File: src/rtl/sprite_renderer_if.sv
// Sprite position bus carrying the ball centre and radius from the motion logic
// to the renderer, once per frame.
interface sprite_renderer_if;
   logic [9:0] BallX;
   logic [9:0] BallY;
   logic [9:0] BallS;

   modport master (output BallX, BallY, BallS);
   modport slave  (input  BallX, BallY, BallS);
endinterface

File: src/rtl/sprite_renderer.sv
// Renders a filled disc onto the VGA pixel stream through a 3-stage pipeline
// and reports the lit-pixel count of each completed frame.
module sprite_renderer #(
   parameter logic [23:0] BALL_RGB = 24'hFF5500,
   parameter logic [23:0] BG_RGB   = 24'h000040
) (
   input  logic             Clk,
   input  logic             Reset_n,
   input  logic             frame_start,
   input  logic             pix_valid,
   input  logic [9:0]       DrawX,
   input  logic [9:0]       DrawY,
   sprite_renderer_if.slave ball,
   output logic [7:0]       Red,
   output logic [7:0]       Green,
   output logic [7:0]       Blue,
   output logic             pix_out_valid,
   output logic [18:0]      frame_lit
);
   localparam logic [18:0] CNT_MAX = 19'h7FFFF;

   logic [9:0]  lx_q, lx_d, ly_q, ly_d, ls_q, ls_d;
   logic        v1_q, v1_d;
   logic [10:0] dx_q, dx_d, dy_q, dy_d;
   logic [9:0]  ls1_q, ls1_d;
   logic        v2_q, v2_d;
   logic [21:0] d2_q, d2_d, r2_q, r2_d;
   logic        v3_q, v3_d;
   logic [23:0] rgb_q, rgb_d;
   logic [18:0] cnt_q, cnt_d, frame_lit_q, frame_lit_d;
   logic [10:0] dx_abs, dy_abs;
   logic [21:0] dx_w, dy_w, ls_w;
   logic [18:0] cnt_inc;
   logic        hit;

   // Geometry is frozen per frame; the pixel entering stage 1 this cycle still sees the old latch
   always_comb begin
      lx_d = lx_q;
      ly_d = ly_q;
      ls_d = ls_q;
      if (frame_start) begin
         lx_d = ball.BallX;
         ly_d = ball.BallY;
         ls_d = ball.BallS;
      end
   end

   always_comb begin
      v1_d  = pix_valid;
      dx_d  = dx_q;
      dy_d  = dy_q;
      ls1_d = ls1_q;
      if (pix_valid) begin
         dx_d  = {1'b0, DrawX} - {1'b0, lx_q};
         dy_d  = {1'b0, DrawY} - {1'b0, ly_q};
         ls1_d = ls_q;
      end
   end

   // Squaring the magnitude avoids signed multiply; |dx| never exceeds 1023
   always_comb begin
      dx_abs = dx_q[10] ? (~dx_q + 11'd1) : dx_q;
      dy_abs = dy_q[10] ? (~dy_q + 11'd1) : dy_q;
      dx_w   = {11'd0, dx_abs};
      dy_w   = {11'd0, dy_abs};
      ls_w   = {12'd0, ls1_q};
      v2_d   = v1_q;
      d2_d   = dx_w * dx_w + dy_w * dy_w;
      r2_d   = ls_w * ls_w;
   end

   always_comb begin
      hit   = (d2_q <= r2_q);
      v3_d  = v2_q;
      rgb_d = v2_q ? (hit ? BALL_RGB : BG_RGB) : 24'd0;
   end

   // The hit landing on the frame_start edge still belongs to the frame being closed
   always_comb begin
      cnt_inc = cnt_q;
      if (v2_q && hit && (cnt_q != CNT_MAX)) begin
         cnt_inc = cnt_q + 19'd1;
      end
      cnt_d       = cnt_inc;
      frame_lit_d = frame_lit_q;
      if (frame_start) begin
         frame_lit_d = cnt_inc;
         cnt_d       = '0;
      end
   end

   always_ff @(posedge Clk or negedge Reset_n) begin
      if (!Reset_n) begin
         lx_q        <= '0;
         ly_q        <= '0;
         ls_q        <= '0;
         v1_q        <= 1'b0;
         dx_q        <= '0;
         dy_q        <= '0;
         ls1_q       <= '0;
         v2_q        <= 1'b0;
         d2_q        <= '0;
         r2_q        <= '0;
         v3_q        <= 1'b0;
         rgb_q       <= '0;
         cnt_q       <= '0;
         frame_lit_q <= '0;
      end else begin
         lx_q        <= lx_d;
         ly_q        <= ly_d;
         ls_q        <= ls_d;
         v1_q        <= v1_d;
         dx_q        <= dx_d;
         dy_q        <= dy_d;
         ls1_q       <= ls1_d;
         v2_q        <= v2_d;
         d2_q        <= d2_d;
         r2_q        <= r2_d;
         v3_q        <= v3_d;
         rgb_q       <= rgb_d;
         cnt_q       <= cnt_d;
         frame_lit_q <= frame_lit_d;
      end
   end

   assign Red           = rgb_q[23:16];
   assign Green         = rgb_q[15:8];
   assign Blue          = rgb_q[7:0];
   assign pix_out_valid = v3_q;
   assign frame_lit     = frame_lit_q;
endmodule

File: src/flat_wrapper.sv
// flat-port wrapper written by rule: the top's interface ports become plain ports
module sprite_renderer_flat 
#(
   parameter logic [23:0] BALL_RGB = 24'hFF5500,
   parameter logic [23:0] BG_RGB   = 24'h000040
)
  (Clk, Reset_n, frame_start, pix_valid, DrawX, DrawY, Red, Green, Blue, pix_out_valid, frame_lit, ball_BallX, ball_BallY, ball_BallS);
  sprite_renderer_if ball_i ();
  input  logic Clk;
  input  logic Reset_n;
  input  logic frame_start;
  input  logic pix_valid;
  input  logic [9:0] DrawX;
  input  logic [9:0] DrawY;
  output logic [7:0] Red;
  output logic [7:0] Green;
  output logic [7:0] Blue;
  output logic pix_out_valid;
  output logic [18:0] frame_lit;
  input wire logic [$bits(ball_i.BallX)-1:0] ball_BallX;
  input wire logic [$bits(ball_i.BallY)-1:0] ball_BallY;
  input wire logic [$bits(ball_i.BallS)-1:0] ball_BallS;
  assign ball_i.BallX = ball_BallX;
  assign ball_i.BallY = ball_BallY;
  assign ball_i.BallS = ball_BallS;
  sprite_renderer #(.BALL_RGB(BALL_RGB), .BG_RGB(BG_RGB)) u_core (.Clk(Clk), .Reset_n(Reset_n), .frame_start(frame_start), .pix_valid(pix_valid), .DrawX(DrawX), .DrawY(DrawY), .ball(ball_i), .Red(Red), .Green(Green), .Blue(Blue), .pix_out_valid(pix_out_valid), .frame_lit(frame_lit));
endmodule
File: config.mk
export PLATFORM = sky130hd
export DESIGN_NAME = sprite_renderer_flat
export DESIGN_NICKNAME = d
export VERILOG_FILES = /design/src/rtl/sprite_renderer_if.sv /design/src/rtl/sprite_renderer.sv /design/src/flat_wrapper.sv
export SDC_FILE = /design/constraint.sdc
export NUM_CORES = 1
export LEC_CHECK = 0
export CORE_MARGIN = 5
export CORE_UTILIZATION = 50
export DETAILED_ROUTE_END_ITERATION = 7
export PLACE_DENSITY = 0.68
export SLEW_MARGIN = 20
export SYNTH_ARGS = -nofsm -noshare
export SYNTH_HDL_FRONTEND = slang
export SYNTH_SLANG_ARGS = --single-unit
File: constraint.sdc
create_clock -name Clk -period 18.4 [get_ports Clk]
set_input_delay 2.76 -clock Clk [delete_from_list [all_inputs] [get_ports Clk]]
set_output_delay 2.76 -clock Clk [all_outputs]
set_load 0.005 [all_outputs]
==> flow_summary.json, run 1 <==
{
  "insertion_delay_ps": 430,
  "die_y_um": 192,
  "maxSlewHeadroom_pct": 39.8,
  "drive_gt1_share_pct": 3.83,
  "final_cell_mix": "inv_1 (362), fa_1 (211), ha_1 (183)",
  "synth_area_per_cell_um2": 9.45,
  "grt_pass1_vias": 12400,
  "die_area_um2": 36800,
  "synth_area_leader_cell": "fa_1",
  "max_freq_ghz": 0.119,
  "grt_pass1_wl_um": 58100,
  "cts_buffers": 17,
  "synth_area_leaders": "fa_1 (26%), dfrtp_1 (22%), ha_1 (14%)",
  "arrival_ps": 8700,
  "critPathMaxStageDelay_ps": 740,
  "cp_common_cell": "fa_1",
  "routedWlPerCell_um": 14.8,
  "cp_slowest_cell": "a2111oi_0",
  "vias": 11800,
  "synth_edf_count": 0,
  "final_common_cell": "inv_1",
  "synth-main-ff-cell": "dfrtp_1",
  "initialDrtViolationCount": 690,
  "slew_viol_final": 0,
  "crit_family": "adder cells",
  "fin_crit_sh_pct": 45.7,
  "ys_warn_count": 0,
  "hold_buffers": 0,
  "post_cts_buffers": 0,
  "hp-class": "reg2reg",
  "synth_top_area_share_pct": 25.5,
  "cp-end-kind": "flop",
  "clkTransAtPathRegs_ps": 60,
  "layout_min_cycle_time_ps": 8400,
  "utilization_pct": 56.1,
  "ys_ff_latch": 146,
  "critPathLaunchType": "flop",
  "synth_cell_type_count": 67,
  "synth_area_um2": 16600,
  "h-tree-depth": 4,
  "postRouteAntennaNets": 0,
  "track_usage_pct": 19.4,
  "start_util_pct": 50.7,
  "path_class": "reg2reg",
  "grt_max_degree": 84,
  "die_w_um": 192,
  "yosysSeqAreaShare_pct": 22.1,
  "root_buffer": "clkbuf_16",
  "core_um2": 32600,
  "cts-resized-gates": 0,
  "max_cap_viol_count": 0,
  "gp_congestion": 0.922,
  "drt_pass1_iterations": 5,
  "cts_sinks": 146,
  "gr-total-overflow": 0,
  "clock_path_buffers": 2,
  "r2r_slack_ps": 10000,
  "worst_pin_slew_ps": 898,
  "asyncSetResetFlopFracSynth_pct": 100,
  "io_pins": 98,
  "skew_ps": 8.54,
  "path_buf_inv": 4,
  "antenna_cells": 0,
  "synth_cells": 1752,
  "hold_viol": 0,
  "rows": 66,
  "run_status": "finished clean",
  "rsz0062_at_grt": "false",
  "portBuffers": 86,
  "post_drt_via_cell_ratio": 5.20,
  "cts_tree": "built",
  "area_delta_synth_final_pct": 10.5,
  "critPathMaxFanout": 10,
  "fin_tns_setup_ps": 0,
  "cp.required_ps": 18700,
  "place_hpwl_um": 27400,
  "finalWirelength_um": 33700,
  "antenna_found_initial": 0,
  "fin_nets": 2264,
  "drc": 0,
  "setup_viol": 0
}
-- routing by layer --
layer / GRT usage, % / share of wire [%] / vias to the layer above
li1: - / - / 5716
met1: 26.7 / 46 / 5826
met2: 32.6 / 48 / 217
met3: 2.60 / 3.9 / 35
met4: 4.75 / 1.6 / 0
met5: 0 / 0 / -
-- layout make-up --
class	instances	area, um2
clock inverter	12	126
multi-input combinational	1192	11200
inverter	370	1390
timing repair buffer	89	882
clock buffer	19	443
sequential	146	3650
fill	2871	14300
tap	442	553
-- cell families after synthesis --
family | Yosys count | share of synthesized area, %
buf+inv | 437 | 10.5
simple gates | 432 | 13.0
fa+ha+maj | 394 | 39.3
compound gates | 253 | 9.97
flops | 146 | 22.1
xor+xnor | 65 | 3.44
mux | 23 | 1.56
other cells | 2 | 0.0454
-- synth_stat cells (5+ instances only) --
| master | number |
|---|---|
| dfrtp_1 | 146 |
| a31oi_1 | 17 |
| o21bai_1 | 5 |
| buf_2 | 5 |
| or3_1 | 8 |
| clkbuf_1 | 34 |
| o21a_1 | 17 |
| o211ai_1 | 12 |
| nor3_1 | 16 |
| a21o_1 | 23 |
| and2_1 | 36 |
| fa_1 | 211 |
| clkinv_1 | 8 |
| o21ai_0 | 58 |
| or2_2 | 5 |
| nand2b_1 | 18 |
| a21oi_1 | 57 |
| nand2_1 | 124 |
| xor2_1 | 24 |
| ha_1 | 183 |
| xnor2_1 | 41 |
| nand3_1 | 24 |
| o31a_1 | 5 |
| nor2_1 | 111 |
| o31ai_1 | 21 |
| o41ai_1 | 5 |
| inv_1 | 362 |
| nand3b_1 | 5 |
| buf_4 | 23 |
| nand4_1 | 20 |
| nor2b_1 | 20 |
| or4_1 | 21 |
| mux2_2 | 23 |
| a211oi_1 | 8 |
-- registers in the layout, summed over array words and instances (netlist names), 10 cells and up --
signal            count
u_core.d2_q          22
u_core.cnt_q         19
u_core.frame_lit     19
u_core.r2_q          19
u_core.dx_q          11
u_core.dy_q          11
u_core.ls1_q         10
u_core.ls_q          10
u_core.lx_q          10
u_core.ly_q          10
-- path summary, 6_finish.rpt --
kind / startpoint / to / cells after the start
min: u_core.v1_q$_DFF_PN0_ / u_core.v2_q$_DFF_PN0_ / 0
min in group asynchronous: Reset_n / u_core.ly_q[4]$_DFFE_PN0P_ / 1
min reg2reg: u_core.v1_q$_DFF_PN0_ / u_core.v2_q$_DFF_PN0_ / 0
max reg2reg: u_core.dx_q[0]$_DFFE_PN0P_ / u_core.d2_q[21]$_DFF_PN0_ / 26
max: u_core.dx_q[0]$_DFFE_PN0P_ / u_core.d2_q[21]$_DFF_PN0_ / 26
max in group asynchronous: Reset_n / u_core.r2_q[19]$_DFF_PN0_ / 2
-- worst reg2reg max path, stage by stage (launching register included) --
cell	delay, ps
dfrtp_1	460
clkinv_1	210
ha_1	200
nand2b_1	80
nand2b_1	160
or3_1	330
and2_1	180
xor2_1	450
inv_1	290
nor2_1	280
fa_1	460
inv_1	90
fa_1	440
fa_1	540
inv_1	50
fa_1	490
fa_1	590
fa_1	430
fa_1	470
ha_1	350
o21ai_0	200
nand2b_1	70
o41a_1	140
a2111oi_0	740
o31a_1	300
o21ai_0	120
xnor2_1	160
-- per-stage QoR --
step | worst slack (ps) | std cells | hold slack (ps) | area [um2]
after global placement | 10370 | 2239 | 332 | 17700
after detailed placement | 10100 | 2239 | 336 | 17700
after floorplan | 11180 | 1775 | 331 | 16600
final | 10000 | 2270 | 350 | 18300
after global routing | 9540 | 2270 | 356 | 18300
after CTS | 10070 | 2270 | 350 | 18300
Power of run 1 is left out: the tool's default activity adds up to more than one toggle a clock period on the data nets, which glitch-free logic cannot reach.
==> run 2, diff against run 1 <==
PLACE_DENSITY = 0.7   (was 0.68)
clock period = 7.6 ns   (was 18.4 ns; I/O delays follow)
==> run 2 against run 1 <==
Compared with the run above: critical path depth decreased by 2; utilization increased by 1.1 points; cell count increased by 1.6%; fmax increased by 15%; via count increased by 1.1%; global-route usage increased by 0.32 points; register-to-register slack got worse by 9700 ps; worst hold slack got worse by 12 ps; wire length increased by 1.0%.
==> flow_summary.json, run 2 (same netlist as run 1, synthesis figures left out) <==
{
  "drive_gt1_share_pct": 6.65,
  "arrival_ps": 7580,
  "initialDrtViolationCount": 552,
  "seq_area_um2": 3650,
  "worst_pin_slew_ps": 927,
  "insertion_delay_ps": 440,
  "path_class": "reg2reg",
  "r2r_cells": 24,
  "antenna_found_initial": 0,
  "io_pins": 98,
  "grt_pass1_vias": 12600,
  "grt_max_degree": 87,
  "die_w_um": 192,
  "root_buffer": "clkbuf_16",
  "min_path_cells": 0,
  "area_delta_synth_final_pct": 12.7,
  "fin_crit_sh_pct": 95.7,
  "track_usage_pct": 19.7,
  "preCtsSetupSlack_ps": -43.8,
  "cp-end-kind": "flop",
  "critPathLaunchType": "flop",
  "postRouteAntennaNets": 0,
  "skew_ps": 11.5,
  "rows": 66,
  "vias": 11900,
  "slew_viol_final": 0,
  "cts_sinks": 146,
  "post_drt_via_cell_ratio": 5.17,
  "h-tree-depth": 4,
  "hold_viol": 0,
  "final_cell_area_um2": 18700,
  "cts_tree": "built",
  "max_freq_ghz": 0.137,
  "grt_pass1_wl_um": 59000,
  "fin_nets": 2299,
  "setup_slack_ps": 324,
  "finalWirelength_um": 34000,
  "final_cell_mix": "inv_1 (360), fa_1 (210), ha_1 (180)",
  "critPathMaxFanout": 5,
  "die_area_um2": 36800,
  "gp_congestion": 0.871,
  "start_util_pct": 50.7,
  "maxSlewHeadroom_pct": 37.8,
  "setup_viol": 0,
  "largest-register": "u_core.d2_q",
  "fill_cells": 2838,
  "routedWlPerCell_um": 14.8,
  "largest_register_ffs": 22,
  "drc": 0,
  "hp-class": "reg2reg",
  "utilization_pct": 57.2,
  "multiInputGateArea_um2": 11300,
  "layout_min_cycle_time_ps": 7280,
  "final_common_cell": "inv_1",
  "max_cap_viol_count": 0,
  "die_y_um": 192,
  "clock_path_buffers": 2,
  "clkTransAtPathRegs_ps": 70,
  "portBuffers": 86,
  "antenna_cells": 0,
  "core_um2": 32600,
  "drt_pass1_iterations": 6,
  "cp.required_ps": 7910,
  "dpl_cell_area_um2": 18000,
  "gr-total-overflow": 0,
  "place_hpwl_um": 28100,
  "cts_buffers": 17,
  "run_status": "finished clean",
  "hold_buffers": 0
}
==> run 2: cell count changes in the layout (fill, tap and decap cells not counted), sizes merged <==
cell	change
bufinv	-1
clkinvlp	+1
clkbuf	-2
buf	+35
clkinv	-2
inv	+5
==> run 2: what timing repair did <==
action	CTS	global route
buffers inserted	0	3
cloned	0	0
pin swaps	0	7
setup endpoints to repair	1	6
resized for setup	2	19
==> run 2: per-layer routing <==
layer / vias up / track usage, % / wire length [um] / part of all wire (%)
met1: 5894 / 27.4 / 15700 / 46
met2: 203 / 32.8 / 16500 / 48
met3: 37 / 2.93 / 1310 / 3.9
met4: 0 / 4.78 / 507 / 1.5
li1: 5787 / - / - / -
met5: - / 0 / 0 / 0
==> run 2: through the flow <==
stage	std cells	TNS, ps	hold WS (ps)
6_report	2306	0	338
5_1_grt	2306	-18.5	359
4_1_cts	2303	0	341
3_5_place_dp	2271	-43.8	337
3_3_place_gp	2271	0	333
2_1_floorplan	1775	0	331
==> run 2: critical path: stages (launching register included) <==
cell	delay [ps]
dfrtp_1	410
or3_1	430
o31ai_2	210
xor2_1	250
inv_2	110
nand2_1	120
inv_1	70
fa_1	520
fa_1	520
inv_1	60
fa_1	520
inv_1	50
fa_1	470
fa_1	590
fa_1	430
fa_1	530
ha_4	220
nand3_1	90
o22ai_1	90
o41a_1	510
a2111oi_4	380
buf_4	170
o31a_1	170
o21ai_1	90
xnor2_1	140
==> run 2: final cells by class <==
type | count | share of cell area [%]
multi-input cells | 1192 | 60.8
flip-flops and latches | 146 | 19.6
inverters | 370 | 7.45
repair buffers | 124 | 6.14
well taps | 442 | 2.97
clock buffers | 17 | 2.28
clock inverters | 15 | 0.778
==> run 2: path summary, 6_finish.rpt <==
check / endpoint / start / slack (ps)
hold reg to reg: u_core.v2_q$_DFF_PN0_ / u_core.v1_q$_DFF_PN0_ / 340
max in group asynchronous: u_core.ls1_q[1]$_DFFE_PN0P_ / Reset_n / 5560
hold / removal: u_core.v2_q$_DFF_PN0_ / u_core.v1_q$_DFF_PN0_ / 340
setup reg to reg: u_core.d2_q[21]$_DFF_PN0_ / u_core.dx_q[0]$_DFFE_PN0P_ / 320
min in group asynchronous: u_core.ly_q[5]$_DFFE_PN0P_ / Reset_n / 760
setup / recovery: u_core.d2_q[21]$_DFF_PN0_ / u_core.dx_q[0]$_DFFE_PN0P_ / 320
Power of run 2 is left out for the same reason.
